### src/rtl/data_stack_pkg.sv
// Shared constants for the Forth data stack: stack-control opcodes,
// fault codes and the depth-counter width helper.
package data_stack_pkg;

  localparam logic [2:0] STK_NOP    = 3'b000;
  localparam logic [2:0] STK_PUSH   = 3'b001;
  localparam logic [2:0] STK_DROP   = 3'b010;
  localparam logic [2:0] STK_DUP    = 3'b011;
  localparam logic [2:0] STK_SWAP   = 3'b100;
  localparam logic [2:0] STK_OVER   = 3'b101;
  localparam logic [2:0] STK_UNARY  = 3'b110;
  localparam logic [2:0] STK_BINARY = 3'b111;

  localparam logic [1:0] ERR_NONE  = 2'b00;
  localparam logic [1:0] ERR_UNDER = 2'b01;
  localparam logic [1:0] ERR_OVER  = 2'b10;

  // Bits needed to count 0..depth inclusive.
  function automatic int depth_width(input int depth);
    return $clog2(depth + 1);
  endfunction

endpackage

### src/rtl/data_stack_spill_ram.sv
// Spill storage below NOS: WORDS x WIDTH, synchronous write, asynchronous read.
module stack_spill_ram #(
  parameter int WIDTH = 16,
  parameter int WORDS = 14,
  parameter int AW    = 4
) (
  input  logic             clk_i,
  input  logic             we_i,
  input  logic [AW-1:0]    waddr_i,
  input  logic [WIDTH-1:0] wdata_i,
  input  logic [AW-1:0]    raddr_i,
  output logic [WIDTH-1:0] rdata_o
);

  logic [WIDTH-1:0] mem [WORDS];

  always_ff @(posedge clk_i) begin
    if (we_i) mem[waddr_i] <= wdata_i;
  end

  assign rdata_o = mem[raddr_i];

endmodule

### src/rtl/data_stack.sv
// Forth parameter stack feeding the ALU with TOS/NOS and absorbing its result.
// Optional fault latch enabled by defining STACK_GUARD_EN.
module data_stack
  import data_stack_pkg::*;
#(
  parameter int WIDTH = 16,
  parameter int DEPTH = 16
) (
  input  logic                          c_CLOCK,
  input  logic                          c_RESET_N,
  input  logic [2:0]                    f_stackctrl,
  input  logic [WIDTH-1:0]              i_DATA,
  input  logic [WIDTH-1:0]              i_RESULT,
  output logic [WIDTH-1:0]              o_TOS,
  output logic [WIDTH-1:0]              o_NOS,
  output logic [depth_width(DEPTH)-1:0] o_DEPTH,
  output logic                          o_EMPTY,
  output logic                          o_FULL,
  output logic                          o_ERROR,
  output logic [1:0]                    o_ERRCODE
);

  localparam int DW = depth_width(DEPTH);
  localparam int SD = DEPTH - 2;
  localparam int AW = (SD > 1) ? $clog2(SD) : 1;

  logic [WIDTH-1:0] tos_q, tos_d, nos_q, nos_d;
  logic [WIDTH-1:0] spill_rdata, push_val;
  logic [DW-1:0]    depth_q, depth_d, spill_ptr;
  logic             spill_we, do_push;
  logic             empty, full, lt2, underflow, overflow;

  assign empty     = (depth_q == '0);
  assign full      = (depth_q == DW'(DEPTH));
  assign lt2       = (depth_q < DW'(2));
  assign spill_ptr = lt2 ? '0 : depth_q - DW'(2);

  stack_spill_ram #(
    .WIDTH (WIDTH),
    .WORDS (SD),
    .AW    (AW)
  ) u_spill (
    .clk_i   (c_CLOCK),
    .we_i    (spill_we),
    .waddr_i (AW'(spill_ptr)),
    .wdata_i (nos_q),
    .raddr_i (AW'(spill_ptr - DW'(1))),
    .rdata_o (spill_rdata)
  );

  // Underflow is evaluated first so it wins when both could apply.
  always_comb begin
    underflow = 1'b0;
    overflow  = 1'b0;
    case (f_stackctrl)
      STK_PUSH:   overflow  = full;
      STK_DROP:   underflow = empty;
      STK_DUP:    begin underflow = empty; overflow = !empty && full; end
      STK_SWAP:   underflow = lt2;
      STK_OVER:   begin underflow = lt2; overflow = !lt2 && full; end
      STK_UNARY:  underflow = empty;
      STK_BINARY: underflow = lt2;
      default:    ;
    endcase
  end

  always_comb begin
    tos_d    = tos_q;
    nos_d    = nos_q;
    depth_d  = depth_q;
    spill_we = 1'b0;
    do_push  = 1'b0;
    push_val = i_DATA;
    if (!(underflow || overflow)) begin
      case (f_stackctrl)
        STK_PUSH: do_push = 1'b1;
        STK_DROP: begin
          tos_d   = nos_q;
          if (depth_q >= DW'(3)) nos_d = spill_rdata;
          depth_d = depth_q - DW'(1);
        end
        STK_DUP:  begin do_push = 1'b1; push_val = tos_q; end
        STK_SWAP: begin tos_d = nos_q; nos_d = tos_q; end
        STK_OVER: begin do_push = 1'b1; push_val = nos_q; end
        STK_UNARY: tos_d = i_RESULT;
        STK_BINARY: begin
          tos_d   = i_RESULT;
          if (depth_q >= DW'(3)) nos_d = spill_rdata;
          depth_d = depth_q - DW'(1);
        end
        default: ;
      endcase
      // PUSH, DUP and OVER share one shift-down path.
      if (do_push) begin
        spill_we = !lt2;
        nos_d    = tos_q;
        tos_d    = push_val;
        depth_d  = depth_q + DW'(1);
      end
    end
  end

  always_ff @(posedge c_CLOCK or negedge c_RESET_N) begin
    if (!c_RESET_N) begin
      tos_q   <= '0;
      nos_q   <= '0;
      depth_q <= '0;
    end else begin
      tos_q   <= tos_d;
      nos_q   <= nos_d;
      depth_q <= depth_d;
    end
  end

`ifdef STACK_GUARD_EN
  logic       err_q;
  logic [1:0] errcode_q;

  always_ff @(posedge c_CLOCK or negedge c_RESET_N) begin
    if (!c_RESET_N) begin
      err_q     <= 1'b0;
      errcode_q <= ERR_NONE;
    end else if (!err_q && (underflow || overflow)) begin
      err_q     <= 1'b1;
      errcode_q <= underflow ? ERR_UNDER : ERR_OVER;
    end
  end

  assign o_ERROR   = err_q;
  assign o_ERRCODE = errcode_q;
`else
  assign o_ERROR   = 1'b0;
  assign o_ERRCODE = ERR_NONE;
`endif

  assign o_TOS   = tos_q;
  assign o_NOS   = nos_q;
  assign o_DEPTH = depth_q;
  assign o_EMPTY = empty;
  assign o_FULL  = full;

endmodule

### config.mk
export PLATFORM = sky130hd
export DESIGN_NAME = data_stack
export DESIGN_NICKNAME = d
export VERILOG_FILES = /design/src/rtl/data_stack_pkg.sv /design/src/rtl/data_stack_spill_ram.sv /design/src/rtl/data_stack.sv
export SDC_FILE = /design/constraint.sdc
export NUM_CORES = 1
export LEC_CHECK = 0
export CAP_MARGIN = 20
export CORE_ASPECT_RATIO = 0.9
export CORE_MARGIN = 2
export CORE_UTILIZATION = 59
export DETAILED_ROUTE_END_ITERATION = 16
export GPL_TIMING_DRIVEN = 1
export MAX_ROUTING_LAYER = met4
export PLACE_DENSITY = 0.8
export SYNTH_ARGS = -nofsm -noshare
export SYNTH_HDL_FRONTEND = slang
export SYNTH_SLANG_ARGS = --single-unit
export TNS_END_PERCENT = 1
### constraint.sdc
create_clock -name c_CLOCK -period 5.9 [get_ports c_CLOCK]
set_input_delay 1.18 -clock c_CLOCK [delete_from_list [all_inputs] [get_ports c_CLOCK]]
set_output_delay 1.18 -clock c_CLOCK [all_outputs]
set_load 0.03 [all_outputs]
### Word-level counts from Yosys, hierarchy flattened

Memory sizes are Yosys's and may differ from the RTL's.
Cells that the tools add are included.

* equality and inequality tests: 10
* $lt $le $gt $ge: 2
* add/sub/neg operators: 4
* muxes and demuxes: 17
* reduce and logical (&&, ||, !) cells: 18
* bitwise logic cells: 1

Operators by type and width (count)
* 16-bit one-hot mux with 2 select lines: 3
* 16-bit two-way mux: 3
* 3-bit == test, second input constant: 4
* 5-bit two-way mux: 2
* 3-bit OR reduction: 3
* 3-bit by 2-bit == test with 1-bit output, second input constant: 2
* 1-bit two-way mux: 6
* 3-bit AND reduction: 2
* 3-bit nonzero test: 2
* 2-bit OR reduction: 3
* 5-bit by 1-bit adder with 5-bit output, second input constant: 1
* 5-bit == test, second input constant: 1
* 5-bit by 2-bit >= comparator with 1-bit output, second input constant: 1
* 5-bit zero test: 1
* 5-bit by 2-bit less-than comparator with 1-bit output, second input constant: 1
* 5-bit by 1-bit subtractor with 5-bit output, second input constant: 1
* 4-bit two-way mux: 1
* 4-bit by 1-bit subtractor with 4-bit output, second input constant: 1
* 4-bit by 2-bit subtractor with 4-bit output, second input constant: 1
* 3-bit by 1-bit == test with 1-bit output, second input constant: 1
* 3-bit by 1-bit != test with 1-bit output, second input constant: 1
* 1-bit one-hot mux with 3 select lines: 1
* 1-bit logical AND: 2
* 1-bit zero test: 2
* other kinds (6): 6

* logic and storage cells: 56
* bits in registers: 37
* output and inout bits: 42
* memory bits (writable): 224
* input bits: 37
* memories: 1

Memory list
* u_spill.mem: words 14, width 16, read ports 1, clocked after Yosys merged registers in 0, wr ports 1, RTL line data_stack_spill_ram.sv:15 `logic [WIDTH-1:0] mem [WORDS];`

### Longest topological paths before layout

* depth in word-level cells: 10
* mapped depth: 12
* depth with buffers taken out: 10

### Hierarchy

From an unflattened synthesis, not the netlist that was laid out.

* cell total of the unflattened synthesis: 619
* area total of the unflattened synthesis: 11194.5 um2

By module, submodules not included
* stack_spill_ram: cells each 379, area an instance 8600.7 um2, instances 1, seq. area each 6726.5 um2
* data_stack: cells each 240, area an instance 2593.7 um2, instances 1, seq. area each 925.9 um2

### Worst setup path after synthesis

OpenSTA, ideal clock, no wires.

* path kind: register to register
* start point: reg depth_q[1] (netlist: o_DEPTH[1])
* end point: mem u_spill.mem[6][0], enable pin
* buffers on the path: 2
* slack: 1.483 ns
* period minus slack after synthesis: 4.417 ns
* data arrival time: 3.986 ns
* data required time: 5.470 ns
* stages on the path, launching flop included: 10
* setup time: 0.430 ns
* path through: dfrtp_1 -> buf_2 -> clkinv_1 -> clkbuf_1 -> ha_1 -> nor4bb_1 -> a21oi_1 -> nand3_1 -> or3_1 -> nor4_1

* longest elaborated chain between the ends: 8
* elaborated cells between the ends (all ways): 16
* those cells by class: add/sub (1); order compare (1); eq/ne (1); mux (7); reduce/logical (6)

RTL lines
* from (decl): RTL line data_stack.sv:29 `logic [DW-1:0] depth_q, depth_d, spill_ptr;`
* from (signal assigned): RTL line data_stack.sv:111 `depth_q <= depth_d;`
* 5-bit by 2-bit less-than comparator with 1-bit output or 5-bit zero test (tied branches): RTL line data_stack.sv:35, data_stack.sv:33
* 1-bit zero test, on equally long branches: RTL line data_stack.sv:60, data_stack.sv:95, data_stack.sv:58
* 1-bit logical AND, on equally long branches: RTL line data_stack.sv:60, data_stack.sv:58
* 1-bit one-hot mux with 3 select lines: RTL line data_stack.sv:55 `case (f_stackctrl)`
* 1-bit logical OR: RTL line data_stack.sv:74 `if (!(underflow || overflow)) begin`
* 1-bit two-way mux: RTL line data_stack.sv:74
* 1-bit two-way mux: RTL line data_stack_spill_ram.sv:18 `if (we_i) mem[waddr_i] <= wdata_i;`
* 1-bit two-way mux (not written as such): RTL line data_stack_spill_ram.sv:18
* to (decl): RTL line data_stack_spill_ram.sv:15

Parallel ways exist; a longest one is shown, timed or not.

### Worst setup path after layout

* start point: reg depth_q[1] (netlist: o_DEPTH[1])
* end point: reg nos_q[2] (netlist: o_NOS[2])

* longest elaborated chain between the ends: 7
* elaborated cells between the ends (all ways): 21
* those cells by class: add/sub (2); order compare (2); eq/ne (2); mux (6); bitwise (1); reduce/logical (7); memory (1)

RTL lines
* 4-bit by 2-bit subtractor with 4-bit output (tied with other cells): RTL line data_stack.sv:36 `assign spill_ptr = lt2 ? '0 : depth_q - DW'(2);`
* 4-bit two-way mux (tied with other cells): RTL line data_stack.sv:36
* 4-bit by 1-bit subtractor with 4-bit output (tied with other cells): RTL line data_stack.sv:47 `.raddr_i (AW'(spill_ptr - DW'(1))),`
* memory read 14 x 16 bit or 1-bit one-hot mux with 3 select lines (tied branches)
* 16-bit two-way mux or 1-bit logical OR (tied branches): RTL line data_stack.sv:79, data_stack.sv:88, data_stack.sv:74
* 16-bit one-hot mux with 2 select lines or 1-bit NOT (tied branches)
* 16-bit two-way mux or 3-bit AND reduction (tied branches)
* to (signal assigned): RTL line data_stack.sv:110 `nos_q <= nos_d;`
* to (decl): RTL line data_stack.sv:27 `logic [WIDTH-1:0] tos_q, tos_d, nos_q, nos_d;`

Parallel ways exist; a longest one is shown, timed or not. The select of a mux whose other input is x is not followed.
A chain may end at the register's enable or synchronous reset.

==> metrics.yaml <==
grt_overflow: 0
routed_via_density: 6.62
drive_gt1_share_pct: 12.8
fin_worst_skew_ns: 0.00800
tns_ns: 0
max-clock-path-buffers: 3
htree_levels: 1
synth_top_area_cell: "edfxtp_1"
antenna_left: 0
die_h_um: 137
synthFlopType: "edfxtp_1"
post_cts_buffers: 0
hold_path.startpoint: "o_TOS[14]"
io_buffers: 75
drt-pass1-iter-count: 5
max_freq_mhz: 249
end_kind: "flip-flop"
yosysSeqAreaShare_pct: 66.5
drtIter0Drc: 926
r2r_cells: 9
p_sw_share_pct: 41.7
root_buffer: "clkbuf_16"
period_minus_slack_ns: 4.01
synth_top_area_share_pct: 58.4
leakagePower_uw: 0.00454
crit_type: "flip-flop to flip-flop"
clkTransAtPathRegs_ns: 0.06
syn-mean-instance-area_um2: 13.8
area_growth_syn_to_layout_pct: 15.2
fin_util_pct: 69.2
irDropWorstVdd_mv: 0.389
timing.rr.end: "o_NOS[2]"
core-area_um2: 19200
setup_ws_ns: 1.89
n_antenna_cell: 0
track_usage_pct: 30.4
outcome: "finished clean"
grt_max_degree: 62
maxCapViolations: 0
die_area_um2: 20700
crit_path_start: "o_DEPTH[1]"
insertion_delay_ns: 0.53
cts_resized: 0
crit_required_ns: 6.30
synth_cells: 835
reg2reg_slack_ns: 1.89
async_flop_share_pct: 14.2
clkSinkCount: 261
p_seq_share_pct: 38.0
hold_path_class: "flip-flop to flip-flop"
r2r_start: "o_DEPTH[1]"
ys_top_cells_by_area: "edfxtp_1, dfrtp_1, mux2i_1, mux2_2, nand2_1"
initial_core_util_pct: 60.1
num_vias: 7780
power_frac_clock_pct: 19.9
numCtsBuffers: 26
slew_headroom_pct: 33.5
start_kind: "flip-flop"
grt_pass1_wl_um: 44800
p_per_area_nw_per_um2: 587
wl_um: 30100
rows: 48
ys_types: 78
synth_commonest_cells: "edfxtp_1, nand2_1, mux2i_1"
worst_pin_slew_ns: 0.997
hpwl_um: 18700
io-pin-count: 79
gp_congestion: 0.983
cts_tree: "built"
grt_pass1_vias: 7548
p_int_uw: 4540
p_comb_share_pct: 42.0
drc: 0
netlist_area_um2: 11500
synth_most_common_cell: "edfxtp_1"
hold_viol: 0
hold_ws_ns: 0.524
detailedPlace.worstSlack_ns: 1.95
yosysWarnings: 0
synth_edf_count: 224
ys_seq_elements: 261
grt_setup_unrepaired: "false"
layout.nets: 948
drv_slew: 0
antenna_found_initial: 0
cp_max_fo: 24
hold_buffers: 0
period_share_pct: 67.9
wire_per_inst_um: 25.6
dieWidth_um: 151
setup_viol: 0
cp-endpoint: "o_NOS[2]"
power_switching_uw: 3240
cp.arrival_ns: 4.41
==> metal layers <==
metal / GRT usage (%) / wire length [µm] / share of wire (%) / vias to the layer above
li1: - / - / - / 3371
met1: 41.5 / 11900 / 39 / 3848
met2: 46.9 / 14400 / 48 / 477
met3: 3.63 / 2660 / 8.8 / 84
met4: 12.9 / 1120 / 3.7 / 0
met5: - / 0 / 0 / -
==> registers in the layout, indices dropped and copies added, names as in the netlist <==
name / flops
o_TOS: 16
o_DEPTH: 5
o_NOS: 16
u_spill.mem: 224
==> how the worst min path moves through the flow <==
| stage | cells after the start | slack (ns) | endpoint |
|---|---|---|---|
| after global routing | 1 | 0.54 | o_TOS[14] |
| after floorplan | 4 | 0.63 | o_NOS[14] |
| after detailed placement | 1 | 0.52 | o_TOS[14] |
| after CTS | 1 | 0.53 | o_TOS[14] |
| final | 1 | 0.52 | o_TOS[14] |
| after global placement | 1 | 0.51 | o_TOS[13] |
==> cells in the final DEF, fill, tap and decap left out, drive strengths merged, types with 13 or more instances in the layout <==
master / count
nor3: 18
edfxtp: 224
clkbuf: 36
clkdlybuf4s50: 74
o21ai: 31
a31oi: 23
mux2: 32
o31ai: 14
dfrtp: 37
nand2b: 13
nor2b: 20
nand2: 61
buf: 27
a21oi: 45
nand3: 23
nor2: 40
a211oi: 19
mux2i: 45
==> final cells by class <==
type | count | area, µm²
Clock buffer | 36 | 729
Clock inverter | 12 | 66.3
Fill cell | 1274 | 5900
Inverter | 6 | 22.5
Multi-Input combinational cell | 509 | 3530
Sequential cell | 261 | 7650
Tap cell | 250 | 313
Timing Repair Buffer | 101 | 948
==> power groups by stage <==
stage / clock [µW] / sequential, µW / combinational [µW]
after floorplan: 0 / 3030 / 1960
after global placement: 0 / 2970 / 3100
after detailed placement: 0 / 2990 / 3180
after CTS: 1550 / 2950 / 3200
after global routing: 1630 / 2990 / 3490
final: 1550 / 2960 / 3270
==> through the flow <==
stage	cell area (µm²)	std cells	total power (µW)
finish	13300	1175	7780
global route	13300	1175	8110
CTS	13300	1175	7710
detailed placement	12500	1127	6160
global placement	12400	1124	6070
floorplan	11500	837	4990
==> critical path, cell delays in order, from the launching register on <==
cell      delay [ns]
dfrtp_2         0.37
clkinv_1        0.53
ha_1            0.55
or3b_1          0.82
buf_4           0.39
nand2_1         0.20
a222oi_1        0.34
mux2i_1         0.13
a221oi_1        0.43
o31ai_1         0.13
==> cells by family after synthesis <==
logic type	after synthesis	share of synthesized area, %
flops	261	66.5
compound gates	209	12.7
simple gates	205	8.95
mux	78	7.24
buf+inv	67	3.26
xor+xnor	8	0.674
fa+ha+maj	6	0.717
other cells	1	0.0326
No activity file was read; power rests on OpenSTA's default activity.
